## src/rtl/hdmi_period_scheduler.sv

```systemverilog
// Raster timing and period sequencer for the HDMI TMDS encoders: sync, active video,
// video preamble/guard band and a look-ahead pixel request. Define HDMI_MODE_EN for HDMI periods (else DVI).
module hdmi_period_scheduler #(
    parameter int unsigned H_ACTIVE = 640,
    parameter int unsigned H_FP     = 16,
    parameter int unsigned H_SYNC   = 96,
    parameter int unsigned H_BP     = 48,
    parameter int unsigned V_ACTIVE = 480,
    parameter int unsigned V_FP     = 10,
    parameter int unsigned V_SYNC   = 2,
    parameter int unsigned V_BP     = 33,
    parameter int unsigned HS_POL   = 0,
    parameter int unsigned VS_POL   = 0,
    parameter int unsigned PIX_LAT  = 2
) (
    input  logic        pixel_clk,
    input  logic        rst,
    input  logic        en,
    output logic        active_video,
    output logic        guard_band,
    output logic [1:0]  ch0_ctl,
    output logic [1:0]  ch1_ctl,
    output logic [1:0]  ch2_ctl,
    output logic        pix_req,
    output logic [11:0] pix_x,
    output logic [10:0] pix_y,
    output logic        frame_start,
    output logic        line_start
);

    localparam int unsigned HW       = 12;
    localparam int unsigned VW       = 11;
    localparam int unsigned H_TOTAL  = H_ACTIVE + H_FP + H_SYNC + H_BP;
    localparam int unsigned V_TOTAL  = V_ACTIVE + V_FP + V_SYNC + V_BP;
    localparam int unsigned HS_START = H_ACTIVE + H_FP;
    localparam int unsigned HS_END   = HS_START + H_SYNC;
    localparam int unsigned VS_START = V_ACTIVE + V_FP;
    localparam int unsigned VS_END   = VS_START + V_SYNC;
    localparam int unsigned LA_H0    = (H_ACTIVE + PIX_LAT) % H_TOTAL;
    localparam int unsigned LA_V0    = (H_ACTIVE + PIX_LAT >= H_TOTAL) ? 0 : V_TOTAL - 1;
    localparam logic        HS_ON    = 1'(HS_POL);
    localparam logic        VS_ON    = 1'(VS_POL);

    function automatic logic [HW-1:0] step_h(input logic [HW-1:0] h);
        return (h == HW'(H_TOTAL - 1)) ? '0 : h + HW'(1);
    endfunction

    function automatic logic [VW-1:0] step_v(input logic [HW-1:0] h, input logic [VW-1:0] v);
        if (h != HW'(H_TOTAL - 1)) return v;
        return (v == VW'(V_TOTAL - 1)) ? '0 : v + VW'(1);
    endfunction

    logic [HW-1:0] h_q, h_nx, la_h_q, la_h_nx;
    logic [VW-1:0] v_q, v_nx, la_v_q, la_v_nx;
    logic          active_nx, hs_nx, vs_nx, req_nx, fs_nx, ls_nx;
    logic [HW-1:0] px_nx;
    logic [VW-1:0] py_nx;

    // Outputs are decoded from the next position so they describe (h,v) with no lag.
    always_comb begin
        h_nx      = step_h(h_q);
        v_nx      = step_v(h_q, v_q);
        la_h_nx   = step_h(la_h_q);
        la_v_nx   = step_v(la_h_q, la_v_q);
        active_nx = (h_nx < HW'(H_ACTIVE)) && (v_nx < VW'(V_ACTIVE));
        hs_nx     = (h_nx >= HW'(HS_START)) && (h_nx < HW'(HS_END));
        vs_nx     = (v_nx >= VW'(VS_START)) && (v_nx < VW'(VS_END));
        fs_nx     = (h_nx == '0) && (v_nx == '0);
        ls_nx     = (h_nx == '0);
        req_nx    = (la_h_nx < HW'(H_ACTIVE)) && (la_v_nx < VW'(V_ACTIVE));
        px_nx     = req_nx ? la_h_nx : '0;
        py_nx     = req_nx ? la_v_nx : '0;
    end

    always_ff @(posedge pixel_clk or posedge rst) begin
        if (rst) begin
            h_q          <= HW'(H_ACTIVE);
            v_q          <= VW'(V_TOTAL - 1);
            la_h_q       <= HW'(LA_H0);
            la_v_q       <= VW'(LA_V0);
            active_video <= 1'b0;
            ch0_ctl      <= {~VS_ON, ~HS_ON};
            pix_req      <= 1'b0;
            pix_x        <= '0;
            pix_y        <= '0;
            frame_start  <= 1'b0;
            line_start   <= 1'b0;
        end else if (en) begin
            h_q          <= h_nx;
            v_q          <= v_nx;
            la_h_q       <= la_h_nx;
            la_v_q       <= la_v_nx;
            active_video <= active_nx;
            ch0_ctl      <= {vs_nx ? VS_ON : ~VS_ON, hs_nx ? HS_ON : ~HS_ON};
            pix_req      <= req_nx;
            pix_x        <= px_nx;
            pix_y        <= py_nx;
            frame_start  <= fs_nx;
            line_start   <= ls_nx;
        end
    end

`ifdef HDMI_MODE_EN
    logic next_line_active, pre_nx, gb_nx;

    // Preamble and guard band occupy the last 10 cycles of a line whose successor is active.
    always_comb begin
        next_line_active = (v_nx == VW'(V_TOTAL - 1)) || (v_nx < VW'(V_ACTIVE - 1));
        pre_nx           = next_line_active && (h_nx >= HW'(H_TOTAL - 10)) && (h_nx <= HW'(H_TOTAL - 3));
        gb_nx            = next_line_active && (h_nx >= HW'(H_TOTAL - 2));
    end

    always_ff @(posedge pixel_clk or posedge rst) begin
        if (rst) begin
            guard_band <= 1'b0;
            ch1_ctl    <= 2'b00;
        end else if (en) begin
            guard_band <= gb_nx;
            ch1_ctl    <= pre_nx ? 2'b01 : 2'b00;
        end
    end
`else
    assign guard_band = 1'b0;
    assign ch1_ctl    = 2'b00;
`endif

    // Only the video preamble is generated, so CTL3/CTL2 stay low.
    assign ch2_ctl = 2'b00;

endmodule

```

## config.mk

```make
export PLATFORM = sky130hd
export DESIGN_NAME = hdmi_period_scheduler
export DESIGN_NICKNAME = d
export VERILOG_FILES = /design/src/rtl/hdmi_period_scheduler.sv
export SDC_FILE = /design/constraint.sdc
export NUM_CORES = 1
export LEC_CHECK = 0
export CAP_MARGIN = 20
export CORE_MARGIN = 5
export CORE_UTILIZATION = 55
export DETAILED_ROUTE_END_ITERATION = 6
export HOLD_SLACK_MARGIN = 0.1
export PLACE_DENSITY = 0.75
export SYNTH_ARGS = -nofsm -noshare
export SYNTH_HDL_FRONTEND = slang
export SYNTH_SLANG_ARGS = --single-unit
```

## constraint.sdc

```tcl
create_clock -name pixel_clk -period 3.77 [get_ports pixel_clk]
set_clock_uncertainty 0.05 [all_clocks]
set_input_delay 0.754 -clock pixel_clk [delete_from_list [all_inputs] [get_ports pixel_clk]]
set_output_delay 0.754 -clock pixel_clk [all_outputs]
set_load 0.005 [all_outputs]
```

==> summary by stage, run 1 <==
Floorplanning
The overall die area is just over 10000 um2. The top-level port count is 37. The die width is just over 100 um.

The total area inside the core boundary comes to 8180 um2. The initial utilization of the core area, before any placement, comes to 0.561. The floorplan has 33 rows.

The vertical die dimension is just over 100 um.

Cells and area
In the final layout, the share of cells above drive strength 1 is 0.111. The repair_antennas step left the layout with diodes totalling 0. The library cells used most frequently in the layout, excluding fill and tap cells, are sky130_fd_sc_hd__dfrtp_1, sky130_fd_sc_hd__nand2_1, sky130_fd_sc_hd__o21ai_0.

The sequential cells in the finished layout cover a total of 1890 um2. Relative to the synthesized area, the layout overhead comes to 10.1%. The net count of the finished layout is between 500 and 600.

The multi-input logic area is ~2400 um2. Fill cells in the final layout number approximately 700. After the flow finishes, the layout carries non-filler instances totaling just over 600. The library cell used most frequently in the layout, excluding fill and tap cells, is sky130_fd_sc_hd__dfrtp_1.

Timing
The number of max-slew violations in the final report is 0. The final-report hold violation count is 0. Based on the critical path, the design can be clocked at up to approximately 320 MHz. Setup violations remaining at the end of the flow were counted as 0. Of the available clock period, the critical path in the final layout requires 0.839. At the pin with the least slew margin, the transition time is between 0.7 and 0.8 ns. Setup repair after global routing left no endpoint under its margin. The relative max-transition margin is 0.478.

In the final timing run, aggregate negative setup slack is 0 ns. The clock period minus worst slack is about 3.2 ns.

Detailed routing
In this run the remaining antenna-violating nets after routing total 0. After detailed routing, the number of vias per cell comes to 5.96. Dividing the detail-routed wire length by the instance count gives about 16 um. The first detailed-routing pass took 4 iterations. The total routed wirelength is approximately 9.7 mm. The count of vias placed by the detailed router is 3627. After the first detailed-routing iteration, the DRC count stood at 129.

The number of design rule violations left after detail routing is 0.

CTS
The clock passes through at most 2 buffers. Buffers inserted during clock tree synthesis total 9. The tree is rooted in a sky130_fd_sc_hd__clkbuf_8.

The clock tree from TritonCTS is yes. Buffers inserted to repair hold after CTS numbered 0. Post-CTS repair changed the size of 0 cells.

The CTS sink count is between 70 and 80. Clock-pin slew was measured on the worst setup and hold paths at about 0.080 ns. In this run the post-CTS setup repair buffer count came out at 0. At the later pin of the worst-skew pair, clock insertion delay measures ~0.36 ns. The total number of H-tree levels is 3.

Setup path
The endpoint required time on the critical path is ~4 ns. The critical path goes through ha_1, and4_1, nand3_4, nor4_2, a311oi_4, nor3_4, a41o_1. The peak per-stage delay on the critical path is roughly 0.57 ns. The worst-path maximum fanout is 15. The number of buffer and inverter stages on the critical path is 0. STA puts the critical path data arrival time at between 3 and 4 ns.

The kind of end point of the critical path is a register. The largest individual stage delay along the critical path comes from the cell sky130_fd_sc_hd__dfstp_2. STA classifies the critical path startpoint as a register. The worst setup path is of the reg -> reg kind. On the critical path the largest part of the delay comes from simple AND/OR/NAND/NOR gates.

Power
The share of total power dissipated in the clock network is 0.299. The power density relative to cell area is around 420 nW/um2. The internal power is ~1.5 mW. In this run the static leakage power is slightly above 2 nW. Of the total power, registers draw 0.500. The share of total power dissipated in combinational logic is 0.201. Of the total power, the share spent switching nets is 0.316.

VDD sags by at most between 200 and 300 uV. The analysis attributes to net switching a power of 0.673 mW.

Synth
The sequential share of the synthesized area is 0.412. Synthesis produced 498 cells. The number of synthesis warnings is 0. Counting flops and latches in the post-synthesis netlist gives 75. The distinct cell type count after synthesis is 66. For this run, asynchronously set or reset flops after synthesis account for 1.00. Averaged over all synthesized cells, the footprint is a little over 9 um2. For this run, the leading register cell type out of synthesis is sky130_fd_sc_hd__dfrtp_1. The count of flip-flops with a built-in enable after synthesis is 0. After synthesis the cells add up to between 4000 and 5000 um2.

Placed design
The number of buffer cells added on primary ports is 31. The number of placed cells counting well taps is 593. The estimated wirelength of the detail-placed design is 6.78 mm. The placer congestion estimate is ~0.84.

Global routing
For this run the aggregate overflow at the end of global routing stands at 0. The pin count of the biggest net entering global routing is 47. The initial antenna violation count is 0. The via count of the first global-routing pass is between 3000 and 4000. The first-pass GRT wire length is 17.0 mm. The overall track demand over capacity in global routing is 0.204.

Run
The max-capacitance violation count is 0.

Outcome
The flow ran to the end, and the final reports show no timing, DRC or antenna violations.

Worst hold path
The classification of the worst-slack hold path is reg -> reg.
-- synth_stat cells (6+ instances only) --
cell | n | area, um2
sky130_fd_sc_hd__buf_4 | 6 | 45.0
sky130_fd_sc_hd__nor4_1 | 10 | 62.6
sky130_fd_sc_hd__inv_1 | 11 | 41.3
sky130_fd_sc_hd__a31o_1 | 8 | 70.1
sky130_fd_sc_hd__dfrtp_1 | 62 | 1550
sky130_fd_sc_hd__dfstp_2 | 13 | 342
sky130_fd_sc_hd__nand4_1 | 13 | 81.3
sky130_fd_sc_hd__nand3_1 | 24 | 120
sky130_fd_sc_hd__and3_1 | 12 | 75.1
sky130_fd_sc_hd__a41o_1 | 6 | 60.1
sky130_fd_sc_hd__buf_2 | 11 | 55.1
sky130_fd_sc_hd__clkbuf_1 | 29 | 109
sky130_fd_sc_hd__xor2_1 | 14 | 123
sky130_fd_sc_hd__o21ai_0 | 34 | 170
sky130_fd_sc_hd__xnor2_1 | 28 | 245
sky130_fd_sc_hd__a21oi_1 | 6 | 30.0
sky130_fd_sc_hd__nand2_1 | 56 | 210
sky130_fd_sc_hd__nor2b_1 | 20 | 125
sky130_fd_sc_hd__a31oi_1 | 6 | 37.5
sky130_fd_sc_hd__nor2_1 | 26 | 97.6
sky130_fd_sc_hd__nor3_1 | 8 | 40.0
sky130_fd_sc_hd__and4_1 | 7 | 61.3
sky130_fd_sc_hd__ha_1 | 6 | 75.1
-- area by class of cell --
type | count | share of cell area
multi-input combinational | 366 | 0.481
sequential | 75 | 0.375
timing repair buffer | 36 | 0.0703
clock buffer | 10 | 0.0272
tap | 105 | 0.0260
clock inverter | 6 | 0.0129
inverter | 11 | 0.00817
-- registers in the layout (all words and copies together) (netlist names) --
| signal | cells |
|---|---|
| h_q | 12 |
| la_h_q | 12 |
| pix_x | 12 |
| la_v_q | 11 |
| pix_y | 11 |
| v_q | 11 |
| ch0_ctl | 2 |
| active_video | 1 |
| frame_start | 1 |
| line_start | 1 |
| pix_req | 1 |
-- routing by layer --
layer	GRT usage	wire, um	vias to the layer above
met5	0	0	-
met4	0.0654	145	0
met3	0.0358	349	14
met2	0.337	4770	71
met1	0.273	4400	1759
li1	-	-	1783
-- cells by family (layout without fill, tap and decap cells) --
| group | count (synthesis) | count (layout) | synth area share |
|---|---|---|---|
| AOI/OAI and AO/OA | 99 | 99 | 0.159 |
| xor gates and xnor gates | 42 | 42 | 0.0802 |
| adders and majority gates | 6 | 6 | 0.0164 |
| buffers and inverters | 61 | 63 | 0.0611 |
| DFF | 75 | 75 | 0.412 |
| muxes | 8 | 8 | 0.0199 |
| other | 1 | 5 | 0.000817 |
| and+or+nand+nor | 206 | 206 | 0.251 |
-- power groups by stage --
stage	sequential (mW)	clock, mW	combinational [mW]
after floorplan	0.968	0	0.414
after detailed placement	1.08	0	0.430
after CTS	1.06	0.650	0.433
after global routing	1.09	0.693	0.486
final	1.07	0.637	0.428
after global placement	1.07	0	0.423
-- through the flow --
| stage | total power [mW] | setup slack [ns] | utilization | hold WS [ns] | area [um2] |
|---|---|---|---|---|---|
| after floorplan | 1.38 | 1.08 | - | 0.418 | 4600 |
| after global placement | 1.49 | 0.801 | 0.594 | 0.411 | 4850 |
| after detailed placement | 1.51 | 0.610 | 0.594 | 0.419 | 4850 |
| after CTS | 2.15 | 0.602 | 0.618 | 0.437 | 5050 |
| after global routing | 2.27 | 0.429 | 0.618 | 0.466 | 5050 |
| final | 2.13 | 0.607 | 0.618 | 0.430 | 5050 |
-- worst paths after layout --
| path | startpoint | end | slack [ns] | cells after the start |
|---|---|---|---|---|
| max | la_h_q[1]$_DFFE_PP1P_ | pix_y[3]$_DFFE_PP0P_ | 0.61 | 7 |
| min | pix_x[7]$_DFFE_PP0P_ | pix_x[7]$_DFFE_PP0P_ | 0.43 | 1 |
| max reg2reg | la_h_q[1]$_DFFE_PP1P_ | pix_y[3]$_DFFE_PP0P_ | 0.61 | 7 |
| min reg2reg | pix_x[7]$_DFFE_PP0P_ | pix_x[7]$_DFFE_PP0P_ | 0.43 | 1 |
| max in group asynchronous | rst | v_q[9]$_DFFE_PP1P_ | 2.13 | 3 |
| min in group asynchronous | rst | pix_x[10]$_DFFE_PP0P_ | 0.80 | 2 |
(Power assumes the default switching activity.)
==> inputs of run 2 (changes only) <==
--- a/config.mk
+++ b/config.mk
@@ -7,10 +7,10 @@
 export LEC_CHECK = 0
 export CAP_MARGIN = 20
 export CORE_MARGIN = 5
-export CORE_UTILIZATION = 55
+export CORE_UTILIZATION = 53
 export DETAILED_ROUTE_END_ITERATION = 6
 export HOLD_SLACK_MARGIN = 0.1
-export PLACE_DENSITY = 0.75
+export PLACE_DENSITY = 0.76
 export SYNTH_ARGS = -nofsm -noshare
 export SYNTH_HDL_FRONTEND = slang
 export SYNTH_SLANG_ARGS = --single-unit
==> constraint.sdc (replaced) <==
create_clock -name pixel_clk -period 2.9 [get_ports pixel_clk]
set_clock_uncertainty 0.05 [all_clocks]
set_input_delay 0.58 -clock pixel_clk [delete_from_list [all_inputs] [get_ports pixel_clk]]
set_output_delay 0.58 -clock pixel_clk [all_outputs]
set_load 0.005 [all_outputs]
==> summary by stage, run 2 (synthesized netlist as in run 1, its figures left out) <==
Outcome
The flow ran to the end, and the final reports show no timing, DRC or antenna violations.

Floorplanning
The overall die area is between 10000 and 15000 um2. The floorplan step set the die height to between 100 and 150 um. The initialized floorplan defines 34 standard-cell rows.

The die width is roughly 100 um. For this configuration, the core starts out at a cell density of 0.534. During I/O placement, the number of pins put on the boundary was 37. The area of the core is around 8600 um2.

Timing
Setup violations remaining at the end of the flow were counted as 0. Dividing the final minimum period by the clock period gives 0.931. The number of max-slew violations in the final report came to 0. For the pin with the worst max-slew slack, the measured transition is roughly 0.55 ns. The setup slack after layout is about 0.2 ns. The worst pin sits at a relative slew slack of 0.635. The final-report hold violation count came to 0. Final hold analysis gives a worst-case slack of about 0.43 ns. The clock period minus worst slack is about 2.7 ns. Setup repair after global routing left no endpoint under its margin. For this run, the top clock speed supported by timing is 370 MHz. For the final routed database, the setup TNS stands at 0 ns.

Cells and area
The filler cells instantiated in the layout total ~760. The count of antenna diodes in the layout is 0. The multi-input logic area is around 2400 um2. After the last flow step, the layout net total stands at 520.

Leaving out fill and tap cells, the most frequent cells in the layout are sky130_fd_sc_hd__dfrtp_1, sky130_fd_sc_hd__nand2_1, sky130_fd_sc_hd__o21ai_0. The ratio of cells with drive above 1 in the final layout is 0.134. The largest registers in the layout are h_q (12), la_h_q (12), pix_x (12).

The count of cells in the finished layout, fillers not included, comes to between 600 and 700. Leaving out fill and tap cells, the most frequent cell in the layout is sky130_fd_sc_hd__dfrtp_1. Registers take between 1500 and 2000 um2. The post-route core utilization is 0.601. Once layout is done, the placed cells without fillers occupy about 5200 um2.

The post-synthesis to final-layout area growth is 12.5%.

Setup path
The number of buffer and inverter stages on the critical path is 2. Traced cell by cell, the critical path runs through ha_1, and4_1, buf_4, a31o_2, a311oi_1, o22ai_2, nor3_4, buf_4, a41o_1. Along the worst path, the maximum fanout reaches 8. STA classifies the critical path startpoint as a register. The worst register-to-register path has a setup slack of approximately 0.2 ns.

The peak per-stage delay on the critical path is roughly 0.42 ns. Data on the critical path arrives at its endpoint at between 2 and 3 ns. The standard cell with the maximum stage delay on the critical path is sky130_fd_sc_hd__dfrtp_1.

STA classifies the critical path endpoint as a register. The most numerous cell type found on the critical path is sky130_fd_sc_hd__buf_4. The family with the most delay on the worst path is compound AO/OA/AOI/OAI gates. At the worst endpoint, the required time is between 3 and 4 ns. The startpoint-to-endpoint class of the critical path is reg -> reg.

Power
Total power for the finished layout comes to around 2.9 mW. The largest voltage drop on the vdd net is between 300 and 400 uV. The analysis attributes to cell leakage a power of around 2.1 nW. Dividing total power by cell area gives a power density of between 500 and 600 nW/um2.

Run
Across the run, the number of max-cap violations was 0.

Detailed routing
After detailed routing, the number of vias per cell comes to between 6 and 7. The final routed wire length divided by cell count is between 15 and 20 um. The total routed wirelength is about 10 mm.

The first TritonRoute pass finished after 5 iterations. Once detail routing completed, the nets flagged for antenna violations numbered 0. The routed layout has 3755 vias. For this run, design rule violations remaining after detail routing come to 0. The first-iteration detailed-routing DRC count is 200.

Placed design
The HPWL after detailed placement is between 6 and 7 mm. The number of buffer cells added on primary ports is 31. Prior to clock tree synthesis, the placed netlist has a worst setup slack of 0.224 ns. The placed instances occupy a cell area of roughly 4900 um2. The congestion estimate from routability-driven global placement came to between 0.9 and 1. The number of placed cells counting well taps is about 600.

CTS
The clock root buffer is sky130_fd_sc_hd__clkbuf_8. CTS built an H-tree with a depth of 3. TritonCTS built the clock tree.

The maximum count of clock buffers along a single path is 2. CTS saw between 70 and 80 sinks. After clock tree synthesis, the clock-pin slew on the worst setup and hold paths is ~0.080 ns. The post-CTS setup repair buffer count is 0. The later-pin clock latency in the skew report is between 0.3 and 0.4 ns. Counting the buffers created by CTS gives 9.

Global routing
The via count of the first global-routing pass is 3660. Across every metal layer, demand over resource in global routing totals 0.204. The residual overflow from global routing is 0. The initial antenna violation count came to 0.

Entering global routing, the biggest net connects 76 pins. The first global-routing pass estimated 17.5 mm of wire.

Worst hold path
The worst hold path belongs to the class reg -> reg.
-- run 2: repair_timing --
action | in CTS | in global routing
endpoints found under the setup margin | 0 | 1
hold buffers | 0 | 0
gates resized for setup | 0 | 1
-- run 2: layout make-up --
type / instances / area share
Tap cell: 108 / 0.0262
Inverter: 11 / 0.00800
Multi-Input combinational cell: 366 / 0.471
Sequential cell: 75 / 0.367
Timing Repair Buffer: 48 / 0.0863
Clock buffer: 9 / 0.0240
Clock inverter: 7 / 0.0179
-- run 2: routing by layer --
metal / routed length [um] / track usage / up-vias
met5: 0 / 0 / -
met4: 138 / 0.0588 / 0
met3: 566 / 0.0433 / 16
met2: 4880 / 0.331 / 133
met1: 4500 / 0.275 / 1808
li1: - / - / 1798
-- run 2: report_power, final --
group / switching, mW / internal, mW / total [mW]
logic: 0.324 / 0.332 / 0.656
registers: 0.168 / 1.18 / 1.34
clock network: 0.403 / 0.483 / 0.886
-- run 2: path summary, 6_finish.rpt --
path	cells past startpoint	startpoint	end
worst min register to register	1	pix_x[7]$_DFFE_PP0P_	pix_x[7]$_DFFE_PP0P_
worst max-delay path	9	la_h_q[0]$_DFFE_PP0P_	pix_y[0]$_DFFE_PP0P_
max in group asynchronous	3	rst	la_h_q[9]$_DFFE_PP1P_
min in group asynchronous	3	rst	h_q[10]$_DFFE_PP0P_
worst max register to register	9	la_h_q[0]$_DFFE_PP0P_	pix_y[0]$_DFFE_PP0P_
worst min-delay path	1	pix_x[7]$_DFFE_PP0P_	pix_x[7]$_DFFE_PP0P_
==> inputs of run 3 (changes only) <==
--- a/config.mk
+++ b/config.mk
@@ -9,7 +9,6 @@
 export CORE_MARGIN = 5
 export CORE_UTILIZATION = 53
 export DETAILED_ROUTE_END_ITERATION = 6
-export HOLD_SLACK_MARGIN = 0.1
 export PLACE_DENSITY = 0.76
 export SYNTH_ARGS = -nofsm -noshare
 export SYNTH_HDL_FRONTEND = slang
==> results of run 3 <==
Same layout as run 2: the final DEF is identical, and so are final timing and power.
==> RTL change 1 (config.mk and constraints of run 3) <==
Change the parameter `H_BP` from 48 to 24.
--- a/src/rtl/hdmi_period_scheduler.sv
+++ b/src/rtl/hdmi_period_scheduler.sv
@@ -4,7 +4,7 @@
     parameter int unsigned H_ACTIVE = 640,
     parameter int unsigned H_FP     = 16,
     parameter int unsigned H_SYNC   = 96,
-    parameter int unsigned H_BP     = 48,
+    parameter int unsigned H_BP     = 24,
     parameter int unsigned V_ACTIVE = 480,
     parameter int unsigned V_FP     = 10,
     parameter int unsigned V_SYNC   = 2,
Check against the original RTL: no difference found for any inputs over 10 cycles, from zero or initial values and one cycle with rst high; that may be too few to reach the edited logic, so the function may still have changed.
==> RTL change 1 against run 3 <==
  * Synthesized cell count fell by 1.0%
  * Sequential cell count did not move
  * Final area rose by 0.41%
  * Power rose by 3.9%
  * Wire length rose by 2.3%
  * Area after synthesis fell by 2.8%
  * Worst setup slack got worse by 0.084 ns
  * Count of clock-buffer cells in the layout did not move
  * Critical path type unchanged
==> RTL change 1: results (changes against run 3) <==
[layout]
reg_top3 = h_q x12, la_h_q x12, pix_x x12
nets = 535  ; +2.9%
drive_gt1_share_pct = 14.7  ; +1.3 points

[synth]
synth_seq_area_share_pct = 42.4  ; +1.2 points
muxShareOfSynthArea_pct = 1.65  ; -0.34 points
ys_top_cells_by_area = dfrtp_1 35%, dfstp_2 7.7%, xnor2_1 6.1%, nand2_1 5.4%, o21ai_0 3.8%
ys_warn_count = 0  ; unchanged
synth-xor-area-share_pct = 8.05  ; +0.033 points
yosys-top-cells-count = 64 x nand2_1, 62 x dfrtp_1, 34 x o21ai_0, 31 x nand3_1, 31 x xnor2_1
syn_area_per_cell_sq_um = 9.05  ; -1.8%
synth_fa_ha_area_share_pct = 1.68  ; +0.047 points
synth-compound-area-share_pct = 15.4  ; -0.47 points
ys_types = 65  ; -1.5%

[sta]
max_freq_mhz = 359  ; -3.0%
worstMarginPinSlew_ns = 0.538  ; -0.00829 ns
whs_ns = 0.442  ; +0.00763 ns
hold_viol = 0  ; unchanged

[outcome]
outcome = finished, final reports clean

[place]
place_congestion = 0.870  ; -3.9%
dp_hpwl_mm = 7.08  ; +3.0%
post-place-ws_ns = 0.109  ; -0.116 ns
dp.cells = 619  ; +1.8%

[clocking]
clk_pin_slew_ns = 0.09
cts_buffer_depth = 2  ; unchanged
clk-insertion-delay-late_ns = 0.36  ; about the same
postCtsSetupRepairBufs = 0  ; unchanged
numCtsBuffers = 9  ; unchanged
root_buffer = clkbuf_8

[worst_setup_path]
r2r_slack_ns = 0.12  ; -0.08 ns
slowest_stage = or4_4
crit_arrival_ns = 2.99  ; +0.05 ns
crit_family = simple AND/OR/NAND/NOR gates
crit_fanout = 6  ; -2
slowest_delay_ns = 0.56  ; +0.14 ns
r2r-start = la_h_q[3]
crit_path_start = la_h_q[3]
r2r-end = pix_y[1]
reg2reg_depth = 7  ; -2

[pwr]
p_leak_nw = 2.06  ; -3.6%
irDropWorstVdd_mv = 0.447  ; +24%
switching_share_pct = 32.6  ; +1.6 points
comb_power_mw = 0.759  ; +16%

[drt]
dr.pass1.iters = 5  ; unchanged
vias = 3845  ; +2.4%
wl_met3_um = 602  ; +6.4%
dr_wl_met2_mm = 5.02  ; +2.9%
wl_mm = 10.3  ; +2.3%
wl_met1_mm = 4.52  ; +0.58%
drtIter0Drc = 143  ; -28%
vias_per_cell = 6.05  ; +0.46%

[global_routing]
grtUsageMet1_pct = 29.1  ; +1.5 points
use_met2_pct = 34.2  ; +1.1 points
grt_pass1_wl_mm = 17.7  ; +0.67%
grt_pass1_vias = 3667  ; +0.19%
antenna_found_initial = 0  ; unchanged
grt_max_degree = 57  ; -25%
track_usage_pct = 21.0  ; +0.58 points
use_met3_pct = 2.89  ; -1.4 points

[hold_path]
min_to = pix_y[0]
hp-start = pix_y[0]

[RTL change 1: cell count changes after synthesis, moves of 6 or more]
cell	before	now
a31o_1	8	0
a41o_1	6	0
and2_1	1	7
and3_1	12	6
inv_1	11	19
nand2_1	56	64
nand3_1	24	31
nand4_1	13	19
nor2_1	26	20
nor2b_1	20	5
o2bb2ai_1	0	18
[RTL change 1: area by class of cell]
| cell class | instances | area, sq um |
|---|---|---|
| clock buffer | 9 | 124 |
| clock inverter | 7 | 101 |
| fill | 675 | 3030 |
| inverter | 20 | 75.1 |
| multi-input combinational | 362 | 2330 |
| sequential | 75 | 1890 |
| tap | 105 | 131 |
| timing repair buffer | 58 | 533 |
[RTL change 1: metrics by stage]
stage	util, %	total power [mW]	instance area, sq um
after floorplan	-	1.84	4480
after global routing	63.1	3.15	5180
after CTS	63.0	2.99	5170
after global placement	60.2	2.05	4950
after detailed placement	60.2	2.07	4950
final	63.1	3.00	5180
==> RTL change 2 (flow settings as in run 3) <==
Without the edit above. Put one more register stage on the output `pix_x`, without a reset. The value now appears one clock later. The other outputs are not delayed to match.
--- a/src/rtl/hdmi_period_scheduler.sv
+++ b/src/rtl/hdmi_period_scheduler.sv
@@ -41,6 +41,8 @@
     localparam logic        HS_ON    = 1'(HS_POL);
     localparam logic        VS_ON    = 1'(VS_POL);
 
+    logic [11:0] pix_x_s0;
+
     function automatic logic [HW-1:0] step_h(input logic [HW-1:0] h);
         return (h == HW'(H_TOTAL - 1)) ? '0 : h + HW'(1);
     endfunction
@@ -81,7 +83,7 @@
             active_video <= 1'b0;
             ch0_ctl      <= {~VS_ON, ~HS_ON};
             pix_req      <= 1'b0;
-            pix_x        <= '0;
+            pix_x_s0     <= '0;
             pix_y        <= '0;
             frame_start  <= 1'b0;
             line_start   <= 1'b0;
@@ -93,7 +95,7 @@
             active_video <= active_nx;
             ch0_ctl      <= {vs_nx ? VS_ON : ~VS_ON, hs_nx ? HS_ON : ~HS_ON};
             pix_req      <= req_nx;
-            pix_x        <= px_nx;
+            pix_x_s0     <= px_nx;
             pix_y        <= py_nx;
             frame_start  <= fs_nx;
             line_start   <= ls_nx;
@@ -127,5 +129,9 @@
     // Only the video preamble is generated, so CTL3/CTL2 stay low.
     assign ch2_ctl = 2'b00;
 
+    always_ff @(posedge pixel_clk) begin
+        pix_x <= pix_x_s0;
+    end
+
 endmodule
 
Function: same outputs for any inputs over 10 cycles, from zero or initial values and one cycle with rst high; that may be too few to reach the edited logic, so the function may still have changed.
==> RTL change 2 against run 3 <==
  * Worst setup slack better by 0.011 ns
  * Clock power increased by 1%
  * Non-clock buffer count is 7 lower
  * Area after synthesis increased by 5.0%
  * Cell count up 2.1%
  * Power increased by 8.8%
  * Final area increased by 3.8%
  * Synthesized cell count grew 3.2%
  * Wire length is 1.2% lower
  * Count of clock-buffer cells in the layout increased by 1
  * Sequential cell count up 12
  * Largest power group unchanged
  * Highest routed layer unchanged
==> RTL change 2: results (changes against run 3) <==
[outcome]
outcome = finished, final reports clean

[clocking]
cts_buffer_depth = 2  ; unchanged
postCtsSetupRepairBufs = 0  ; unchanged
clk-insertion-delay-late_ns = 0.35

[worst_setup_path]
crit_family = compound AO/OA/AOI/OAI gates
crit_arrival_ns = 2.90  ; -0.04 ns
crit_path_start = la_h_q[1]
reg2reg_depth = 8  ; -1
slowest_delay_ns = 0.56  ; +0.14 ns
crit_fanout = 10  ; +2
endpoint_kind = flop
r2r-end = pix_y[6]
slowest_stage = dfstp_2

[place]
dp.cells = 621  ; +2.1%
dp_hpwl_mm = 6.89  ; +0.37%
placed_cell_area_sq_um = 5150  ; +4.0%
post-place-ws_ns = 0.227  ; +0.00293 ns
place_congestion = 0.924  ; +2.0%

[layout]
nets = 533  ; +2.5%
drive_gt1_share_pct = 12.1  ; -1.3 points
design_area_sq_um = 5360  ; +3.8%

[synth]
ys_top_cells_by_area = dfrtp_1 32%, xnor2_1 7.3%, dfstp_2 7.1%, dfxtp_1 5.0%, nand2_1 4.0%
yosys-top-cells-count = 62 x dfrtp_1, 52 x nand2_1, 40 x xnor2_1, 35 x o21ai_0, 33 x nand3_1
ys_async_sr_fraction_pct = 86.2  ; -14 points
synth_cells = 514  ; +3.2%
synth_seq_area_share_pct = 44.3  ; +3.0 points
ys_types = 64  ; -3.0%

[global_routing]
track_usage_pct = 18.4  ; -2.0 points
grt_max_degree = 58  ; -24%
grt_pass1_vias = 3644  ; -0.44%
grt_pass1_wl_mm = 17.1  ; -2.6%

[pwr]
p_leak_nw = 2.07  ; -3.3%
irDropWorstVdd_mv = 0.307  ; -15%
comb_power_mw = 0.616  ; -6.1%
intPower_mw = 2.16  ; +8.7%
powerSeq_mw = 1.63  ; +22%
combPwrFrac_pct = 19.6  ; -3.1 points

[drt]
drtIter0Drc = 216  ; +8.0%
wl_per_cell_um = 15.6  ; -3.3%
vias_per_cell = 6.00  ; -0.29%
vias = 3822  ; +1.8%

[hold_path]
hold-path-cell-count = 0  ; -1
hp-start = pix_x_s0[10]
min_to = pix_x[10]

[sta]
whs_ns = 0.319  ; -0.116 ns
maxSlewHeadroom_pct = 55.4  ; -8.2 points
max_freq_mhz = 372  ; +0.39%

==> RTL change 2: logic make-up (layout without fill, tap and decap cells) <==
kind of cell	after synthesis	in the layout	share of synthesized area [%]
AOI/OAI and AO/OA	109	109	17.0
muxes	9	9	1.95
other	1	5	0.0778
adders and majority gates	6	6	1.56
and+or+nand+nor	188	188	20.9
xor gates and xnor gates	43	43	7.81
buffers and inverters	71	82	6.44
DFF	87	87	44.3
==> RTL change 2: routing by layer <==
| metal | up-vias | track usage, % | wire length (um) | share of wire [%] |
|---|---|---|---|---|
| li1 | 1853 | - | - | - |
| met1 | 1841 | 25.6 | 4690 | 47 |
| met2 | 108 | 28.9 | 4610 | 46 |
| met3 | 20 | 2.93 | 429 | 4.3 |
| met4 | 0 | 7.31 | 224 | 2.2 |
| met5 | - | 0 | 0 | 0 |
==> RTL change 2: final cells by class <==
type,instances,area (sq um)
clock buffer,10,138
multi-input combinational,360,2390
clock inverter,6,75.1
inverter,25,93.8
timing repair buffer,41,393
fill,740,3450
sequential,87,2130
tap,108,135
